==> config.mk <==
export PLATFORM = sky130hd
export DESIGN_NAME = melody_seq_flat
export DESIGN_NICKNAME = d
export VERILOG_FILES = /design/src/rtl/melody_pkg.sv /design/src/rtl/melody_if.sv /design/src/rtl/melody_fifo.sv /design/src/rtl/melody_seq.sv /design/src/flat_wrapper.sv
export SDC_FILE = /design/constraint.sdc
export NUM_CORES = 1
export LEC_CHECK = 0
export BUFFER_PORTS_ARGS = -buffer_cell sky130_fd_sc_hd__buf_4
export CORE_ASPECT_RATIO = 0.9
export CORE_MARGIN = 2
export CORE_UTILIZATION = 50
export DETAILED_ROUTE_END_ITERATION = 16
export PLACE_DENSITY = 0.68
export SYNTH_ARGS = -nofsm -noshare
export SYNTH_HDL_FRONTEND = slang
export SYNTH_HIERARCHICAL = 1
export SYNTH_SLANG_ARGS = --single-unit
==> constraint.sdc <==
create_clock -name clk -period 4.3 [get_ports clk]
set_input_delay 0.645 -clock clk [delete_from_list [all_inputs] [get_ports clk]]
set_output_delay 0.645 -clock clk [all_outputs]
set_load 0.005 [all_outputs]
==> src/rtl/melody_pkg.sv <==
// Shared constants, note payload and FSM states for the melody sequencer.
package melody_pkg;

    localparam int unsigned DUR_W  = 12;
    localparam int unsigned HP_W   = 20;
    localparam int unsigned DATA_W = 32;

    localparam logic [3:0] OFS_NOTE   = 4'h0;
    localparam logic [3:0] OFS_CTRL   = 4'h4;
    localparam logic [3:0] OFS_STATUS = 4'h8;

    typedef enum logic [1:0] {
        IDLE,
        LOAD,
        HOLD,
        SILENCE
    } state_e;

    typedef struct packed {
        logic [DUR_W-1:0] dur_ms;
        logic [HP_W-1:0]  half_period;
    } note_t;

    // A zero duration still plays for one millisecond.
    function automatic logic [DUR_W-1:0] eff_dur(input logic [DUR_W-1:0] d);
        return (d == '0) ? DUR_W'(1) : d;
    endfunction

endpackage

==> src/rtl/melody_if.sv <==
// CPU register port plus the buzzer write port driven by the sequencer.
interface melody_if;

    logic        wr;
    logic [31:0] waddr;
    logic [31:0] wdata;
    logic        rd;
    logic [31:0] raddr;
    logic [31:0] rdata;
    logic        buz_wr;
    logic [31:0] buz_waddr;
    logic [31:0] buz_wdata;

    modport slave (
        input  wr, waddr, wdata, rd, raddr,
        output rdata, buz_wr, buz_waddr, buz_wdata
    );

    modport master (
        output wr, waddr, wdata, rd, raddr,
        input  rdata, buz_wr, buz_waddr, buz_wdata
    );

endinterface

==> src/rtl/melody_fifo.sv <==
// Synchronous note FIFO; the head entry is visible without read latency.
module melody_fifo #(
    parameter int unsigned DEPTH = 16,
    parameter int unsigned WIDTH = 32
) (
    input  logic                    clk,
    input  logic                    rst_n,
    input  logic                    push_i,
    input  logic                    pop_i,
    input  logic                    flush_i,
    input  logic [WIDTH-1:0]        wdata_i,
    output logic [WIDTH-1:0]        head_c_o,
    output logic                    full_o,
    output logic                    empty_o,
    output logic [$clog2(DEPTH):0]  count_o
);

    localparam int unsigned AW = $clog2(DEPTH);
    localparam int unsigned CW = AW + 1;

    logic [WIDTH-1:0] mem_q [DEPTH];
    logic [AW-1:0]    wptr_q, rptr_q;
    logic [CW-1:0]    count_q, count_d;
    logic             full_q, empty_q;
    logic             do_push, do_pop;

    // A full FIFO still accepts a push when an entry leaves in the same cycle.
    assign do_push = push_i && !flush_i && (!full_q || pop_i);
    assign do_pop  = pop_i && !flush_i && !empty_q;

    always_comb begin
        count_d = count_q;
        if (do_push && !do_pop) begin
            count_d = count_q + CW'(1);
        end else if (!do_push && do_pop) begin
            count_d = count_q - CW'(1);
        end
    end

    always_ff @(posedge clk) begin
        if (do_push) begin
            mem_q[wptr_q] <= wdata_i;
        end
    end

    always_ff @(posedge clk or negedge rst_n) begin
        if (!rst_n) begin
            wptr_q  <= '0;
            rptr_q  <= '0;
            count_q <= '0;
            full_q  <= 1'b0;
            empty_q <= 1'b1;
        end else if (flush_i) begin
            wptr_q  <= '0;
            rptr_q  <= '0;
            count_q <= '0;
            full_q  <= 1'b0;
            empty_q <= 1'b1;
        end else begin
            if (do_push) wptr_q <= wptr_q + AW'(1);
            if (do_pop)  rptr_q <= rptr_q + AW'(1);
            count_q <= count_d;
            full_q  <= (count_d == CW'(DEPTH));
            empty_q <= (count_d == '0);
        end
    end

    assign head_c_o = mem_q[rptr_q];
    assign full_o   = full_q;
    assign empty_o  = empty_q;
    assign count_o  = count_q;

endmodule

==> src/rtl/melody_seq.sv <==
// Note sequencer: CPU-loaded note FIFO that reprograms the buzzer tone at each
// note boundary.
module melody_seq
    import melody_pkg::*;
#(
    parameter int unsigned FIFO_DEPTH = 16,
    parameter int unsigned MS_CYCLES  = 50000,
    parameter logic [31:0] BUZ_BASE   = 32'h0000_0000
) (
    input  logic     clk,
    input  logic     rst_n,
    melody_if.slave  bus
);

    localparam int unsigned CW = $clog2(FIFO_DEPTH) + 1;
    localparam int unsigned PW = (MS_CYCLES > 1) ? $clog2(MS_CYCLES) : 1;

    state_e             state_q, state_d;
    logic               play_q, play_d;
    logic               ovf_q, ovf_d;
    logic [PW-1:0]      presc_q, presc_d;
    logic [DUR_W-1:0]   ms_q, ms_d;
    logic [DATA_W-1:0]  rdata_q, rdata_d;
    logic               buz_wr_q, buz_wr_d;
    logic [DATA_W-1:0]  buz_wdata_q, buz_wdata_d;
    logic [DATA_W-1:0]  buz_waddr_q;

    logic               wr_note, wr_ctrl, flush, push, pop, tick;
    logic [DATA_W-1:0]  head_raw;
    note_t              head;
    logic               full, empty;
    logic [CW-1:0]      count;
    logic               unused_addr_bits;

    assign unused_addr_bits = ^{bus.waddr[31:4], bus.raddr[31:4]};

    // Register decode
    assign wr_note = bus.wr && (bus.waddr[3:0] == OFS_NOTE);
    assign wr_ctrl = bus.wr && (bus.waddr[3:0] == OFS_CTRL);
    assign flush   = wr_ctrl && bus.wdata[1];
    assign push    = wr_note && !flush;
    assign play_d  = wr_ctrl ? bus.wdata[0] : play_q;
    assign head    = note_t'(head_raw);
    assign tick    = (presc_q == PW'(MS_CYCLES - 1));

    melody_fifo #(
        .DEPTH (FIFO_DEPTH),
        .WIDTH (DATA_W)
    ) u_fifo (
        .clk      (clk),
        .rst_n    (rst_n),
        .push_i   (push),
        .pop_i    (pop),
        .flush_i  (flush),
        .wdata_i  (bus.wdata),
        .head_c_o (head_raw),
        .full_o   (full),
        .empty_o  (empty),
        .count_o  (count)
    );

    always_comb begin
        ovf_d = ovf_q;
        if (wr_ctrl && bus.wdata[3]) ovf_d = 1'b0;
        if (push && full && !pop)    ovf_d = 1'b1;
    end

    always_comb begin
        rdata_d = rdata_q;
        if (bus.rd) begin
            case (bus.raddr[3:0])
                OFS_CTRL:   rdata_d = {31'b0, play_q};
                OFS_STATUS: rdata_d = {16'b0, 8'(count), 4'b0, ovf_q, empty, full,
                                       (state_q != IDLE)};
                default:    rdata_d = '0;
            endcase
        end
    end

    // Next state, prescaler/ms counter and buzzer writes. Buzzer writes are
    // launched on entry to LOAD/SILENCE so they line up with those states.
    always_comb begin
        state_d     = state_q;
        pop         = 1'b0;
        presc_d     = presc_q;
        ms_d        = ms_q;
        buz_wr_d    = 1'b0;
        buz_wdata_d = buz_wdata_q;

        case (state_q)
            IDLE: begin
                if (play_q && !empty && !flush) state_d = LOAD;
            end
            LOAD: begin
                pop     = 1'b1;
                presc_d = '0;
                ms_d    = eff_dur(head.dur_ms);
                state_d = flush ? SILENCE : HOLD;
            end
            HOLD: begin
                presc_d = tick ? '0 : presc_q + PW'(1);
                if (tick) ms_d = ms_q - DUR_W'(1);
                if (flush || !play_d) begin
                    state_d = SILENCE;
                end else if (tick && (ms_q == DUR_W'(1))) begin
                    state_d = empty ? SILENCE : LOAD;
                end
            end
            SILENCE: state_d = IDLE;
            default: state_d = IDLE;
        endcase

        if (state_d == LOAD) begin
            buz_wr_d    = 1'b1;
            buz_wdata_d = DATA_W'(head.half_period);
        end else if (state_d == SILENCE) begin
            buz_wr_d    = 1'b1;
            buz_wdata_d = '0;
        end
    end

    always_ff @(posedge clk or negedge rst_n) begin
        if (!rst_n) begin
            state_q <= IDLE;
        end else begin
            state_q <= state_d;
        end
    end

    always_ff @(posedge clk or negedge rst_n) begin
        if (!rst_n) begin
            play_q      <= 1'b0;
            ovf_q       <= 1'b0;
            presc_q     <= '0;
            ms_q        <= '0;
            rdata_q     <= '0;
            buz_wr_q    <= 1'b0;
            buz_wdata_q <= '0;
            buz_waddr_q <= BUZ_BASE;
        end else begin
            play_q      <= play_d;
            ovf_q       <= ovf_d;
            presc_q     <= presc_d;
            ms_q        <= ms_d;
            rdata_q     <= rdata_d;
            buz_wr_q    <= buz_wr_d;
            buz_wdata_q <= buz_wdata_d;
            buz_waddr_q <= BUZ_BASE;
        end
    end

    assign bus.rdata     = rdata_q;
    assign bus.buz_wr    = buz_wr_q;
    assign bus.buz_waddr = buz_waddr_q;
    assign bus.buz_wdata = buz_wdata_q;

endmodule
==> src/flat_wrapper.sv <==
// flat-port wrapper written by rule: the top's interface ports become plain ports
module melody_seq_flat import melody_pkg::*;
#(
    parameter int unsigned FIFO_DEPTH = 16,
    parameter int unsigned MS_CYCLES  = 50000,
    parameter logic [31:0] BUZ_BASE   = 32'h0000_0000
)
  (clk, rst_n, bus_wr, bus_waddr, bus_wdata, bus_rd, bus_raddr, bus_rdata, bus_buz_wr, bus_buz_waddr, bus_buz_wdata);
  melody_if bus_i ();
  input  logic clk;
  input  logic rst_n;
  input wire logic [$bits(bus_i.wr)-1:0] bus_wr;
  input wire logic [$bits(bus_i.waddr)-1:0] bus_waddr;
  input wire logic [$bits(bus_i.wdata)-1:0] bus_wdata;
  input wire logic [$bits(bus_i.rd)-1:0] bus_rd;
  input wire logic [$bits(bus_i.raddr)-1:0] bus_raddr;
  output wire logic [$bits(bus_i.rdata)-1:0] bus_rdata;
  output wire logic [$bits(bus_i.buz_wr)-1:0] bus_buz_wr;
  output wire logic [$bits(bus_i.buz_waddr)-1:0] bus_buz_waddr;
  output wire logic [$bits(bus_i.buz_wdata)-1:0] bus_buz_wdata;
  assign bus_i.wr = bus_wr;
  assign bus_i.waddr = bus_waddr;
  assign bus_i.wdata = bus_wdata;
  assign bus_i.rd = bus_rd;
  assign bus_i.raddr = bus_raddr;
  assign bus_rdata = bus_i.rdata;
  assign bus_buz_wr = bus_i.buz_wr;
  assign bus_buz_waddr = bus_i.buz_waddr;
  assign bus_buz_wdata = bus_i.buz_wdata;
  melody_seq #(.FIFO_DEPTH(FIFO_DEPTH), .MS_CYCLES(MS_CYCLES), .BUZ_BASE(BUZ_BASE)) u_core (.clk(clk), .rst_n(rst_n), .bus(bus_i));
endmodule
==> results list <==
- The detailed router placed 13300 vias in this run.
* Power density over cell area: 613.6 nW/um^2
- Synthesis produced a netlist whose cell count is 1480.
- From synthesis to final layout, the design area changed by 12.86%.
- Clk Latency, worst-skew pair: 620 ps
- 197 I/O pins were placed.
* Placement-stage cell area: 25650 sq um
- Max Transition Viols Final: 0
* CTS tree: done
- The average instance in the mapped netlist occupies 16.49 sq um.
- Overall global routing resource usage: 21.36%
- The synthesized design contains 512 enable-type register cells.
- After routing the design area is 27550 sq um.
* Sequential cell area fraction in the yosys report: 70.78%
- IR analysis of the VDD net gives a maximum drop of 0.3804 mV.
- The most used flip-flop cell after synthesis is sky130_fd_sc_hd__edfxtp_1.
- For this run the aggregate overflow at the end of global routing stands at 0.
- The worst hold path belongs to the class input pin to asynchronous set/reset pin.
- Die height: 213.6 um
- sky130_fd_sc_hd__edfxtp_1 is the most common cell in the netlist.
- At the pin with the least slew margin, the transition time is 996.3 ps.
* Vias per cell: 5.900
- After clock tree synthesis, the setup repair step added 0 buffers.
- Deepest clock path buffer count: 3
* Total iterations of the first detailed-routing run: 5
- Biggest area contributors in the synthesized netlist: sky130_fd_sc_hd__edfxtp_1, sky130_fd_sc_hd__dfrtp_1, sky130_fd_sc_hd__mux4_2, sky130_fd_sc_hd__mux2i_1, sky130_fd_sc_hd__buf_4
- In the final layout, the multi-input gates occupy 6339 sq um.
- Setup repair after global routing left no endpoint under its margin.
- In this run the most used layer during global routing was met2.
* Root buffer cell: sky130_fd_sc_hd__clkbuf_16
- GR met3 Demand/Resource: 4.029%
* Number of instances resized during post-cts repair: 0
- Final routed wire length divided by cell count: 23.90 um
- GR met2 Demand/Resource: 34.31%
- Worst EP arrival: 3740 ps
* Post-synthesis cell type count: 70
- After floorplanning, the core was divided into 76 placement rows.
- Hold_buf cts: 0
* Total area of sequential cells: 17290 sq um
- Synthesis inferred 588 register bits.
- The tree built by TritonCTS fans out to 588 sinks.
- Worst setup skew after layout: 29.01 ps
- Worst relative slew slack: 31.68%
- Of the total power, the share spent switching nets is 31.34%.
- The clock network is responsible for 30.1% of the overall power.
* Post-Synthesis Cell Area: 24410 sq um
- For this configuration, the core starts out at a cell density of 50.83%.
* Final estimated routing congestion in global placement: 0.8043
- Grt met1 use: 30.83%
- The worst setup path is of the flop to flop kind.
* Yosys top cell area share: 62.99%
- Per report_power, the sequential group accounts for 40.9% of the total.
- Clock tree synthesis inserted a total of 55 buffers.
- The first global-routing pass estimated 79890 um of wire.
- Buffers placed on the I/O ports in this run total 73.
- Die X: 236.9 um
* Net total in the final layout: 1701
* Critical path launch point: u_core/u_fifo/rptr_q[2]
- At the worst endpoint, the required time is 4820 ps.
- Cell internal power was estimated by the tool at 11.61 mW.
- Setup violations remaining at the end of the flow were counted as 0.
- Cell type with the largest total area after synthesis: sky130_fd_sc_hd__edfxtp_1
- Number of levels the H-tree was split into: 2
- Antenna fix cells: 0
* Outcome: finished clean
* Kind of end point of the critical path: flop
- Crit path time final: 3219 ps
- The total area inside the core boundary comes to 48020 sq um.
* Static leakage: 9.778 nW
* Final wirelength: 53890 um
* Reg-to-reg startpoint: u_core/u_fifo/rptr_q[2]
* Maximum clock frequency: 0.3107 GHz
* Combinational share of power: 29.0%
- DIE AREA: 50600 sq um
- Detailed placement ended at an HPWL of 31610 um.
- Once detail routing completed, the nets flagged for antenna violations numbered 0.
- After synthesis, the share of flip-flops with an asynchronous set or reset is 12.93%.
- Via count of the first global-routing pass: 12870
- Share of layout cells above drive strength 1: 21.21%
- Filler Cell Count: 3557
- Switching power of the nets: 5.298 mW
- After detailed routing, the number of remaining DRC violations is 0.
- Peak fanout along the critical path: 15
- Entering global routing, the biggest net connects 47 pins.
- In the finished design, the share of the clock period the worst path needs comes to 74.86%.
- The first routing iteration left 1239 violations.
* Endpoints failing hold: 0
- The initial antenna violation count was 1.
- CTS clock-pin slew for the worst setup and hold paths: 60 ps
- The worst setup path is launched from a flop.
- Final TNS setup: 0 ps
* List of most frequent post-synthesis cells: sky130_fd_sc_hd__edfxtp_1, sky130_fd_sc_hd__mux2i_1, sky130_fd_sc_hd__o21ai_0
* Max Cap Viol: 0
- During synthesis, Yosys emitted a total of 6 warnings.
## per-layer routing
metal	wire, um	vias up
met4	788	0
met3	3700	56
met2	25930	425
met5	0	-
met1	23480	6926
li1	-	5897
## state kept, by name, indices dropped and copies added (netlist names)
| signal | count |
|---|---|
| u_core/u_fifo/mem_q | 512 |
| u_core/bus.buz_wdata | 20 |
| u_core/presc_q | 16 |
| u_core/ms_q | 12 |
| u_core/bus.rdata | 9 |
| u_core/u_fifo/count_o | 5 |
| u_core/u_fifo/rptr_q | 4 |
| u_core/u_fifo/wptr_q | 4 |
| u_core/state_q | 2 |
| u_core/ovf_q | 1 |
| u_core/play_q | 1 |
| u_core/u_fifo/empty_o | 1 |
| u_core/u_fifo/full_o | 1 |
## layout make-up
cell class | instances | area share [%]
clock buffer | 67 | 5.237
clock inverter | 33 | 1.671
inverter | 45 | 0.6131
multi-input combinational | 772 | 23.01
sequential | 588 | 62.75
tap | 624 | 2.834
timing repair buffer | 126 | 3.888
## cell usage in the layout (no fill, tap or decap), drive strengths merged, types with 5 or more instances in the layout
cell    Yosys  layout
a21oi      43      43
a221oi     32      32
a22oi      33      33
a31oi       7       7
and2       12      12
and3        8       8
and4        5       5
buf       112     126
bufinv      0      10
clkbuf     29      67
clkinv      1      19
conb        1      67
dfrtp      75      75
edfxtp    512     512
ha         13      13
inv        44      47
mux2       33      33
mux2i     122     122
mux4       64      64
nand2      69      69
nand3      12      12
nand4      28      28
nor2       40      40
nor3        9       9
nor4        7       7
o21ai      91      91
o22ai       5       5
xnor2       6       6
xor2        8       8
## power by group through the flow
stage	sequential [mW]	clock, mW	combinational [mW]
floorplan	6.77	0	3.74
global placement	7.01	0	4.80
detailed placement	7.03	0	4.90
CTS	6.91	5.19	4.92
global route	6.96	5.41	5.31
finish	6.91	5.09	4.90
## final timing paths
check | endpoint | slack (ps) | cells past startpoint
max | u_core/ms_q[0] | 1080 | 11
min | u_core/bus.rdata[11] | 110 | 1
max reg2reg | u_core/ms_q[0] | 1080 | 11
min reg2reg | u_core/presc_q[15] | 470 | 1
max in group asynchronous | u_core/ms_q[4] | 3290 | 2
min in group clk | u_core/ovf_q | 270 | 2
## metrics by stage
| stage | hold slack [ps] | worst slack (ps) | cells | power (mW) | util, % |
|---|---|---|---|---|---|
| floorplan | 349.4 | 673.0 | 1546 | 10.51 | - |
| global placement | 462.8 | 631.4 | 2155 | 11.81 | 53.41 |
| detailed placement | 464.7 | 603.5 | 2155 | 11.92 | 53.41 |
| CTS | 101.2 | 1111 | 2255 | 17.02 | 57.37 |
| global route | 141.2 | 868.5 | 2255 | 17.67 | 57.37 |
| finish | 106.4 | 1081 | 2255 | 16.90 | 57.37 |
## logic make-up (layout without fill, tap and decap cells)
family	Yosys count	after routing	share of synthesized area (%)
and+or+nand+nor	214	214	4.629
adders and majority gates	13	13	0.6664
other	1	67	0.01536
AOI/OAI and AO/OA	245	245	6.505
buffers and inverters	186	271	4.470
muxes	219	219	12.43
DFF	588	588	70.78
xor gates and xnor gates	14	14	0.5023
## worst max-delay path, cell delays in order (launching register included)
cell and delay [ps]:
sky130_fd_sc_hd__dfrtp_1 680, sky130_fd_sc_hd__nand2_1 650, sky130_fd_sc_hd__buf_4 420, sky130_fd_sc_hd__o21ai_0 190, sky130_fd_sc_hd__a21oi_1 100, sky130_fd_sc_hd__a22oi_1 220, sky130_fd_sc_hd__nand2_1 120, sky130_fd_sc_hd__nor4_1 330
sky130_fd_sc_hd__a311oi_1 140, sky130_fd_sc_hd__a21oi_1 140, sky130_fd_sc_hd__nand2_1 70, sky130_fd_sc_hd__o21ai_0 70
Note: power is estimated with default switching activity, not from simulation.
